File: config.mk
export PLATFORM = sky130hd
export DESIGN_NAME = dma_priority_resolver
export DESIGN_NICKNAME = d
export VERILOG_FILES = /design/src/rtl/dma_priority_resolver_pkg.sv /design/src/rtl/dma_priority_encoder.sv /design/src/rtl/dma_priority_resolver.sv
export SDC_FILE = /design/constraint.sdc
export NUM_CORES = 1
export LEC_CHECK = 0
export CAP_MARGIN = 40
export CORE_ASPECT_RATIO = 1.1
export CORE_MARGIN = 2
export CORE_UTILIZATION = 52
export CTS_BUF_LIST = sky130_fd_sc_hd__clkbuf_16
export CTS_CLUSTER_SIZE = 40
export DETAILED_ROUTE_END_ITERATION = 7
export DONT_BUFFER_PORTS = 1
export GPL_ROUTABILITY_DRIVEN = 0
export HOLD_SLACK_MARGIN = 0.03
export PLACE_DENSITY = 0.73
export SYNTH_ARGS = -nofsm -noshare
export SYNTH_HDL_FRONTEND = slang
export SYNTH_SLANG_ARGS = --single-unit
File: constraint.sdc
create_clock -name clk -period 2.4 [get_ports clk]
set_input_delay 0.48 -clock clk [delete_from_list [all_inputs] [get_ports clk]]
set_output_delay 0.48 -clock clk [all_outputs]
set_load 0.1 [all_outputs]
File: src/rtl/dma_priority_resolver_pkg.sv
// -----------------------------------------------------------------------------
// dma_priority_resolver_pkg
//   Shared types for the DMA request/priority stage: channel select values,
//   channel index type, channel count and the resolver state encoding.
//   The resolver state enum is one-hot. The index enum names the bit position
//   of each state inside that one-hot vector.
// -----------------------------------------------------------------------------
package dma_priority_resolver_pkg;

    localparam int NUM_CH = 4;

    typedef logic [1:0] ch_idx_t;

    typedef enum logic [1:0] {
        CH_SEL_0 = 2'd0,
        CH_SEL_1 = 2'd1,
        CH_SEL_2 = 2'd2,
        CH_SEL_3 = 2'd3
    } CHANNEL_SELECT_e;

    typedef enum int unsigned {
        IDX_IDLE     = 0,
        IDX_HOLD_REQ = 1,
        IDX_SERVICE  = 2,
        IDX_RELEASE  = 3
    } res_state_idx_e;

    typedef enum logic [3:0] {
        ST_IDLE     = 4'b0001 << IDX_IDLE,
        ST_HOLD_REQ = 4'b0001 << IDX_HOLD_REQ,
        ST_SERVICE  = 4'b0001 << IDX_SERVICE,
        ST_RELEASE  = 4'b0001 << IDX_RELEASE
    } res_state_e;

    // One-hot acknowledge pattern for a channel index.
    function automatic logic [3:0] ch_onehot(input ch_idx_t ch);
        return 4'b0001 << ch;
    endfunction

endpackage

File: src/rtl/dma_priority_encoder.sv
// -----------------------------------------------------------------------------
// dma_priority_encoder
//   Combinational rotating-priority picker. The scan starts at pri_ptr and
//   moves upward modulo 4. The first set request bit wins. When pri_ptr is 0
//   this is plain fixed priority with channel 0 highest.
// Ports
//   req      in  4  qualified requests
//   pri_ptr  in  2  channel that currently has highest priority
//   winner   out 2  selected channel (0 when no request is set)
//   any      out 1  at least one request is set
// -----------------------------------------------------------------------------
module dma_priority_encoder
    import dma_priority_resolver_pkg::*;
(
    input  logic [3:0] req,
    input  logic [1:0] pri_ptr,
    output logic [1:0] winner,
    output logic       any
);

    logic [1:0] w_idx;

    // The scan runs from the lowest priority up to the highest. The last hit
    // therefore belongs to the highest-priority requester.
    always_comb begin
        winner = 2'd0;
        any    = 1'b0;
        w_idx  = 2'd0;
        for (int k = NUM_CH - 1; k >= 0; k--) begin
            w_idx = pri_ptr + 2'(k);
            if (req[w_idx]) begin
                winner = w_idx;
                any    = 1'b1;
            end
        end
    end

endmodule

File: src/rtl/dma_priority_resolver.sv
// -----------------------------------------------------------------------------
// dma_priority_resolver
//   Request/priority stage of an 8237A-style DMA controller.
//   - It qualifies the DREQ lines and raises HRQ to the CPU.
//   - On HLDA it picks one channel using fixed or rotating priority.
//   - It drives DACK and passes ch_sel/grant_valid to the timing FSM.
//   - It holds the grant until the timing FSM pulses svc_done.
//
//   State | meaning
//   ------+-----------------------------------------------------------------
//   IDLE     | no bus request; waiting for any qualified request
//   HOLD_REQ | hrq high; waiting for hlda, then arbitrate
//   SERVICE  | grant frozen, dack active; waiting for svc_done or hlda drop
//   RELEASE  | one cycle with hrq/dack/grant off before returning to IDLE
//
// Configuration macro
//   DMA_DREQ_SYNC_EN : when defined, dreq passes through a SYNC_STAGES-deep
//                      synchroniser before the polarity XOR. sw_req is never
//                      synchronised.
//
// Ports
//   clk, reset    clock and asynchronous active-high reset
//   dreq[3:0]     hardware requests, polarity selected by dreq_sense
//   dreq_sense    0 = DREQ active high, 1 = active low
//   dack_sense    1 = DACK active high, 0 = active low
//   rot_pri       1 = rotating priority, 0 = fixed priority (ch0 highest)
//   ctrl_disable  blocks all requests
//   mask[3:0]     1 = hardware DREQ ignored
//   sw_req[3:0]   software requests (not maskable)
//   hlda          hold acknowledge from CPU
//   svc_done      1-cycle end-of-service pulse from the timing FSM
//   hrq           registered hold request
//   dack[3:0]     DMA acknowledge, polarity set by dack_sense
//   ch_sel[1:0]   granted channel, valid while grant_valid=1
//   grant_valid   high while in SERVICE
//   req_pending   qualified requests (status)
// -----------------------------------------------------------------------------
module dma_priority_resolver
    import dma_priority_resolver_pkg::*;
#(
    parameter int NUM_CH      = 4,
    parameter int SYNC_STAGES = 2
) (
    input  logic       clk,
    input  logic       reset,
    input  logic [3:0] dreq,
    input  logic       dreq_sense,
    input  logic       dack_sense,
    input  logic       rot_pri,
    input  logic       ctrl_disable,
    input  logic [3:0] mask,
    input  logic [3:0] sw_req,
    input  logic       hlda,
    input  logic       svc_done,
    output logic       hrq,
    output logic [3:0] dack,
    output logic [1:0] ch_sel,
    output logic       grant_valid,
    output logic [3:0] req_pending
);

    // The channel width is fixed at 2 bits throughout, so only 4 channels
    // make sense.
    if (NUM_CH != dma_priority_resolver_pkg::NUM_CH) begin : g_bad_num_ch
        $error("dma_priority_resolver supports exactly 4 channels");
    end
    if (SYNC_STAGES < 1) begin : g_bad_sync
        $error("SYNC_STAGES must be at least 1");
    end

    res_state_e      r_state;
    res_state_e      w_state_nxt;
    logic            r_hrq;
    logic            w_hrq_nxt;
    logic            r_grant_valid;
    logic            w_grant_valid_nxt;
    CHANNEL_SELECT_e r_ch_sel;
    CHANNEL_SELECT_e w_ch_sel_nxt;
    ch_idx_t         r_pri_ptr;
    ch_idx_t         w_pri_ptr_nxt;
    logic [3:0]      r_dack_q;
    logic [3:0]      w_dack_q_nxt;

    logic [3:0]      w_dreq_in;
    logic [3:0]      w_req_eff;
    logic [1:0]      w_winner;
    logic            w_any;

    // ------------------------------------------------------------------
    // DREQ input path
    // ------------------------------------------------------------------
`ifdef DMA_DREQ_SYNC_EN
    logic [3:0] r_dreq_sync [SYNC_STAGES];

    always_ff @(posedge clk or posedge reset) begin
        if (reset) begin
            for (int s = 0; s < SYNC_STAGES; s++) begin
                r_dreq_sync[s] <= 4'b0000;
            end
        end else begin
            r_dreq_sync[0] <= dreq;
            for (int s = 1; s < SYNC_STAGES; s++) begin
                r_dreq_sync[s] <= r_dreq_sync[s-1];
            end
        end
    end

    assign w_dreq_in = r_dreq_sync[SYNC_STAGES-1];
`else
    assign w_dreq_in = dreq;
`endif

    assign w_req_eff = {4{~ctrl_disable}}
                     & (((w_dreq_in ^ {4{dreq_sense}}) & ~mask) | sw_req);

    dma_priority_encoder u_encoder (
        .req     (w_req_eff),
        .pri_ptr (r_pri_ptr),
        .winner  (w_winner),
        .any     (w_any)
    );

    // ------------------------------------------------------------------
    // Resolver FSM
    // ------------------------------------------------------------------
    always_ff @(posedge clk or posedge reset) begin
        if (reset) begin
            r_state       <= ST_IDLE;
            r_hrq         <= 1'b0;
            r_grant_valid <= 1'b0;
            r_ch_sel      <= CH_SEL_0;
            r_pri_ptr     <= 2'd0;
            r_dack_q      <= 4'b0000;
        end else begin
            r_state       <= w_state_nxt;
            r_hrq         <= w_hrq_nxt;
            r_grant_valid <= w_grant_valid_nxt;
            r_ch_sel      <= w_ch_sel_nxt;
            r_pri_ptr     <= w_pri_ptr_nxt;
            r_dack_q      <= w_dack_q_nxt;
        end
    end

    always_comb begin
        w_state_nxt       = r_state;
        w_hrq_nxt         = r_hrq;
        w_grant_valid_nxt = r_grant_valid;
        w_ch_sel_nxt      = r_ch_sel;
        w_pri_ptr_nxt     = r_pri_ptr;
        w_dack_q_nxt      = r_dack_q;

        case (r_state)
            ST_IDLE: begin
                w_hrq_nxt         = 1'b0;
                w_grant_valid_nxt = 1'b0;
                w_dack_q_nxt      = 4'b0000;
                if (w_any) begin
                    w_state_nxt = ST_HOLD_REQ;
                    w_hrq_nxt   = 1'b1;
                end
            end

            ST_HOLD_REQ: begin
                w_hrq_nxt = 1'b1;
                if (hlda) begin
                    if (w_any) begin
                        w_state_nxt       = ST_SERVICE;
                        w_ch_sel_nxt      = CHANNEL_SELECT_e'(w_winner);
                        w_dack_q_nxt      = ch_onehot(w_winner);
                        w_grant_valid_nxt = 1'b1;
                    end else begin
                        // The request was withdrawn before the bus was granted.
                        // Hand the bus straight back to the CPU.
                        w_state_nxt = ST_RELEASE;
                        w_hrq_nxt   = 1'b0;
                    end
                end
            end

            ST_SERVICE: begin
                // svc_done has priority over a simultaneous hlda drop, so the
                // rotation still takes effect in that case.
                if (svc_done) begin
                    w_state_nxt       = ST_RELEASE;
                    w_hrq_nxt         = 1'b0;
                    w_grant_valid_nxt = 1'b0;
                    w_dack_q_nxt      = 4'b0000;
                    if (rot_pri) begin
                        w_pri_ptr_nxt = r_ch_sel + 2'd1;
                    end
                end else if (!hlda) begin
                    w_state_nxt       = ST_RELEASE;
                    w_hrq_nxt         = 1'b0;
                    w_grant_valid_nxt = 1'b0;
                    w_dack_q_nxt      = 4'b0000;
                end
            end

            ST_RELEASE: begin
                w_state_nxt       = ST_IDLE;
                w_hrq_nxt         = 1'b0;
                w_grant_valid_nxt = 1'b0;
                w_dack_q_nxt      = 4'b0000;
            end

            default: begin
                w_state_nxt       = ST_IDLE;
                w_hrq_nxt         = 1'b0;
                w_grant_valid_nxt = 1'b0;
                w_dack_q_nxt      = 4'b0000;
            end
        endcase

        // In fixed-priority mode channel 0 is always highest.
        if (!rot_pri) begin
            w_pri_ptr_nxt = 2'd0;
        end
    end

    // ------------------------------------------------------------------
    // Outputs
    // ------------------------------------------------------------------
    assign hrq         = r_hrq;
    assign grant_valid = r_grant_valid;
    assign ch_sel      = r_ch_sel;
    assign dack        = dack_sense ? r_dack_q : ~r_dack_q;
    assign req_pending = w_req_eff;

endmodule

; Word-level counts from Yosys, hierarchy flattened
; Index checks and enable logic that the tools add are counted.
[op_classes]
n_reduce_logical = 4
n_eq_ne = 9
bitwise = 7
n_mux = 39
addsub = 4
shift = 1
magnitude_cmp = 4
[op_table]
columns = cell, count
row1 = $mux W4, 10
row2 = $mux W1, 14
row3 = $mux W2, 7
row4 = $lt A2 B3 Y1 const B, 4
row5 = $pmux W4 S3, 1
row6 = $reduce_and A3 Y1, 3
row7 = $and A4 B4 Y4, 2
row8 = $bmux W1 S2, 4
row9 = $ne A2 B1 Y1 const B, 4
row10 = $not A4 Y4, 2
row11 = $pmux W4 S2, 1
row12 = $add A2 B1 Y2 const B, 2
row13 = $add A2 B2 Y2 const B, 2
row14 = $eq A4 B1 Y1 const B, 1
row15 = $eq A4 B2 Y1 const B, 1
row16 = $eq A4 B3 Y1 const B, 1
row17 = $or A4 B4 Y4, 1
row18 = $shl A1 B2 Y4 const A, 1
row19 = $xor A4 B4 Y4, 1
row20 = $ne A3 B3 Y1 const B, 1
row21 = $pmux W1 S3, 1
row22 = $ne A2 B2 Y1 const B, 1
row23 = $pmux W1 S2, 1
row24 = $reduce_and A2 Y1, 1
row25 = $not A1 Y1, 1
[word_totals]
reg_bits = 14
word_cells = 74
in_bits = 20

; Depth between registers and ports, before layout
[depth]
word_depth = 14
depth_mapped = 7
depth_no_buf = 7

; Modules after synthesis
; Synthesis repeated with hierarchy kept, for this count alone.
[hier_totals]
cells_unflattened = 102
area_unflattened_um2 = 937.1
[modules_own_cells]
columns = mod, area_each_um2, cells_each, n_inst
row1 = dma_priority_resolver, 859.6, 89, 1
row2 = dma_priority_encoder, 77.6, 13, 1

; Least setup slack after synthesis
; Ideal clock, no wire load.
[synth_path]
path_type = input port to output port
from = in dack_sense
to = out dack[0]
arrival_ns = 2.211
path_stages = 2
setup_slack_ns = -0.291
n_path_buf = 1
path_cell_list = clkbuf_1 > xnor2_1
[synth_via]
elab_chain_len = 1
[synth_lines]
columns = element, line
row1 = "start, declared", dma_priority_resolver.sv:48  ; input logic dack_sense,
row2 = $mux W4, dma_priority_resolver.sv:226  ; assign dack = dack_sense ? r_dack_q : ~r_dack_q;
row3 = "end, declared", dma_priority_resolver.sv:56  ; output logic [3:0] dack,
; No other way between the ends.

; Worst setup path in the final report
[layout_path]
from = in dreq_sense
to = out req_pending[1]
[layout_via]
elab_chain_len = 4
[layout_lines]
columns = element, line
row1 = "start, declared", dma_priority_resolver.sv:47  ; input logic dreq_sense,
row2 = $xor A4 B4 Y4, dma_priority_resolver.sv:114  ; & (((w_dreq_in ^ {4{dreq_sense}}) & ~mask) | sw_req);
row3 = $and A4 B4 Y4, dma_priority_resolver.sv:114
row4 = $or A4 B4 Y4, dma_priority_resolver.sv:114
row5 = $and A4 B4 Y4, dma_priority_resolver.sv:114
row6 = "end, declared", dma_priority_resolver.sv:59  ; output logic [3:0] req_pending
; No other way between the ends.

==> flow_summary.toml <==
[clock_tree]
clk_pin_slew_ps = 50
clk_latency_ps = 240
post_cts_buffers = 0
ctsHtreeMaxLevel = 1
cts_tree = "done"
ctsResizeCount = 0
cts_hold_buf = 0
root_buffer = "clkbuf_16"
cts_inserted_buffers = 3
clock_path_buffers = 2
cts_sinks = 14

[worst_setup_path]
cp.arrival_ps = 1270
rr_worst_depth = 5
crit_path_max_fanout = 5
cp-start-kind = "input pin"
worstPathRequired_ps = 1920
regToRegEndpoint = "r_dack_q[0]"
worstSetupPathType = "input pin to output pin"
rr_startpoint = "r_state[1]"
reg2reg_slack_ps = 740
worst_setup_path_end_kind = "output pin"

[timing]
slew_headroom_pct = 65.8
fin_skew_ps = 5.08
setup_slack_ps = 651
hold_violations = 0
post-route-min-period_ps = 1750
worst_pin_slew_ps = 512
finalSetupTns_ps = 0
rsz0062_at_grt = "false"
hold_slack_ps = 154
fmax_mhz = 572
finalSetupViolations = 0
period_share_pct = 72.9
finalMaxSlewViolations = 0

[floorplan]
start_util_pct = 56.7
ios = 32
die-area_um2 = 2090
rows = 15
coreArea_um2 = 1600
die_w_um = 43.8
die_h_um = 47.7

[synthesis]
ys_ff_latch = 14
synth-simple-area-share_pct = 22.0
synth.area.mux_share_pct = 1.66
yosys_warnings = 0
synth-async-reset-ratio_pct = 100
syn_area_per_cell_um2 = 9.14
syn_inst = 99
synth_xor_area_share_pct = 8.71
synth_edf_count = 0
synth_top_family_by_area = "compound AO/OA/AOI/OAI gates"
synth-main-ff-cell = "dfrtp_1"
synth.distinct_cells = 32
syn_nets = 119
synthAdderAreaFrac_pct = 0
syn-cell-area_um2 = 905
synth_compound_area_share_pct = 25.0
yosysSeqAreaShare_pct = 38.9

[detailed_routing]
wl_mm = 1.92
drc = 0
via_per_inst = 5.63
drtIter0Drc = 9
dr.pass1.iters = 4
ant_nets = 0
avgRoutedWirePerCell_um = 14.7
vias = 737

[finish]
area_delta_synth_final_pct = 26.1
nets = 135
drive_gt1_share_pct = 27.2
multi_input_area_um2 = 549
n_antenna_cell = 0
regArea_um2 = 352
fillerInstances = 124

[global_route]
grt_pass1_wl_mm = 3.13
gr-total-overflow = 0
grt_usage_pct = 21.2
first_global_vias = 716
grt_antenna_before_repair = 0
grt_max_degree = 15

[placed_design]
port_buffers = 0
place_hpwl_mm = 1.46
post-place-ws_ps = 568

[run_status]
status = "finished, final reports clean"

[pwr]
p_comb_share_pct = 49.3
seqPwrFrac_pct = 27.2
p_total_mw = 1.33
leakage_nw = 0.531
p_per_area_nw_per_um2 = 1160
p_sw_share_pct = 45.6
intPower_mw = 0.721
irDropWorstVdd_v = 0.000766
switchingPower_mw = 0.605
clockPowerShare_pct = 23.5

[min_path]
worstHoldPathType = "input pin to async pin"

[flow_run]
cap_violations = 0
[per-layer routing]
metal | vias up | GRT usage [%] | part of all wire [%]
li1 | 373 | - | -
met1 | 330 | 24.1 | 41
met2 | 27 | 37.1 | 51
met3 | 7 | 3.77 | 6.0
met4 | 0 | 13.9 | 2.8
met5 | - | 0 | 0
[power groups by stage]
stage	Combinational, mW	Clock (mW)	Sequential (mW)
final	0.654	0.312	0.360
after detailed placement	0.651	0	0.361
after CTS	0.657	0.315	0.359
after global placement	0.544	0	0.411
after floorplan	0.311	0	0.545
after global routing	0.687	0.327	0.371
[logic make-up (layout without fill, tap and decap cells)]
| logic type | Yosys count | count (layout) |
|---|---|---|
| buf+inv | 9 | 24 |
| compound gates | 31 | 31 |
| mux | 1 | 1 |
| simple gates | 35 | 35 |
| flops | 14 | 14 |
| xor+xnor | 9 | 9 |
[area by class of cell]
type,instances,share of cell area (%)
Sequential cell,14,30.8
Timing Repair Buffer,12,9.65
Clock inverter,1,0.329
Tap cell,17,1.86
Inverter,8,2.63
Multi-Input combinational cell,76,48.1
Clock buffer,3,6.58
[synthesized netlist by cell type (2+ instances only)]
master     n  area, um2
nand2_1    8       30.0
nand2b_1   3       18.8
o22ai_1    3       18.8
nor2_1     8       30.0
inv_1      8       30.0
a22o_1     2       17.5
dfrtp_1   13        325
o21ai_1    3       15.0
o21ai_0    5       25.0
and2_1     2       12.5
a21oi_2    4       35.0
nor2b_1    7       43.8
a21oi_1    6       30.0
nand3_1    2       10.0
xor2_1     5       43.8
xnor2_1    4       35.0
[critical path, stage by stage]
cell     delay (ps)
xor2_1          150
a21oi_2         290
inv_1           100
buf_4           240
[registers in the layout (all words and copies together) (netlist names)]
name / flops
hrq: 1
grant_valid: 1
r_pri_ptr: 2
ch_sel: 2
r_dack_q: 4
r_state: 4
[worst max path at each step]
| stage | startpoint | end | slack (ps) | cells past startpoint |
|---|---|---|---|---|
| final | dreq_sense | req_pending[1] | 650 | 4 |
| after global routing | dreq_sense | req_pending[1] | 570 | 4 |
| after CTS | dreq_sense | req_pending[1] | 640 | 4 |
| after detailed placement | dreq_sense | r_dack_q[2] | 570 | 6 |
| after global placement | dreq[0] | r_dack_q[0] | 630 | 6 |
| after floorplan | dack_sense | dack[0] | -290 | 2 |
[stage by stage]
step                utilization (%)  area (um2)  std cells
global route                   71.5        1140        131
global placement               64.9        1030        126
CTS                            71.5        1140        131
floorplan                         -         905         99
finish                         71.5        1140        131
detailed placement             66.6        1060        127
[cell usage in the layout (no fill, tap or decap), drive strengths merged, types with 4 or more instances in the layout]
cell type  count
o21ai          8
inv            9
xnor2          4
nor2           8
buf           12
a21oi         10
xor2           5
dfrtp         13
nand2          8
nor2b          7
Power figures use the tool's default switching activity.
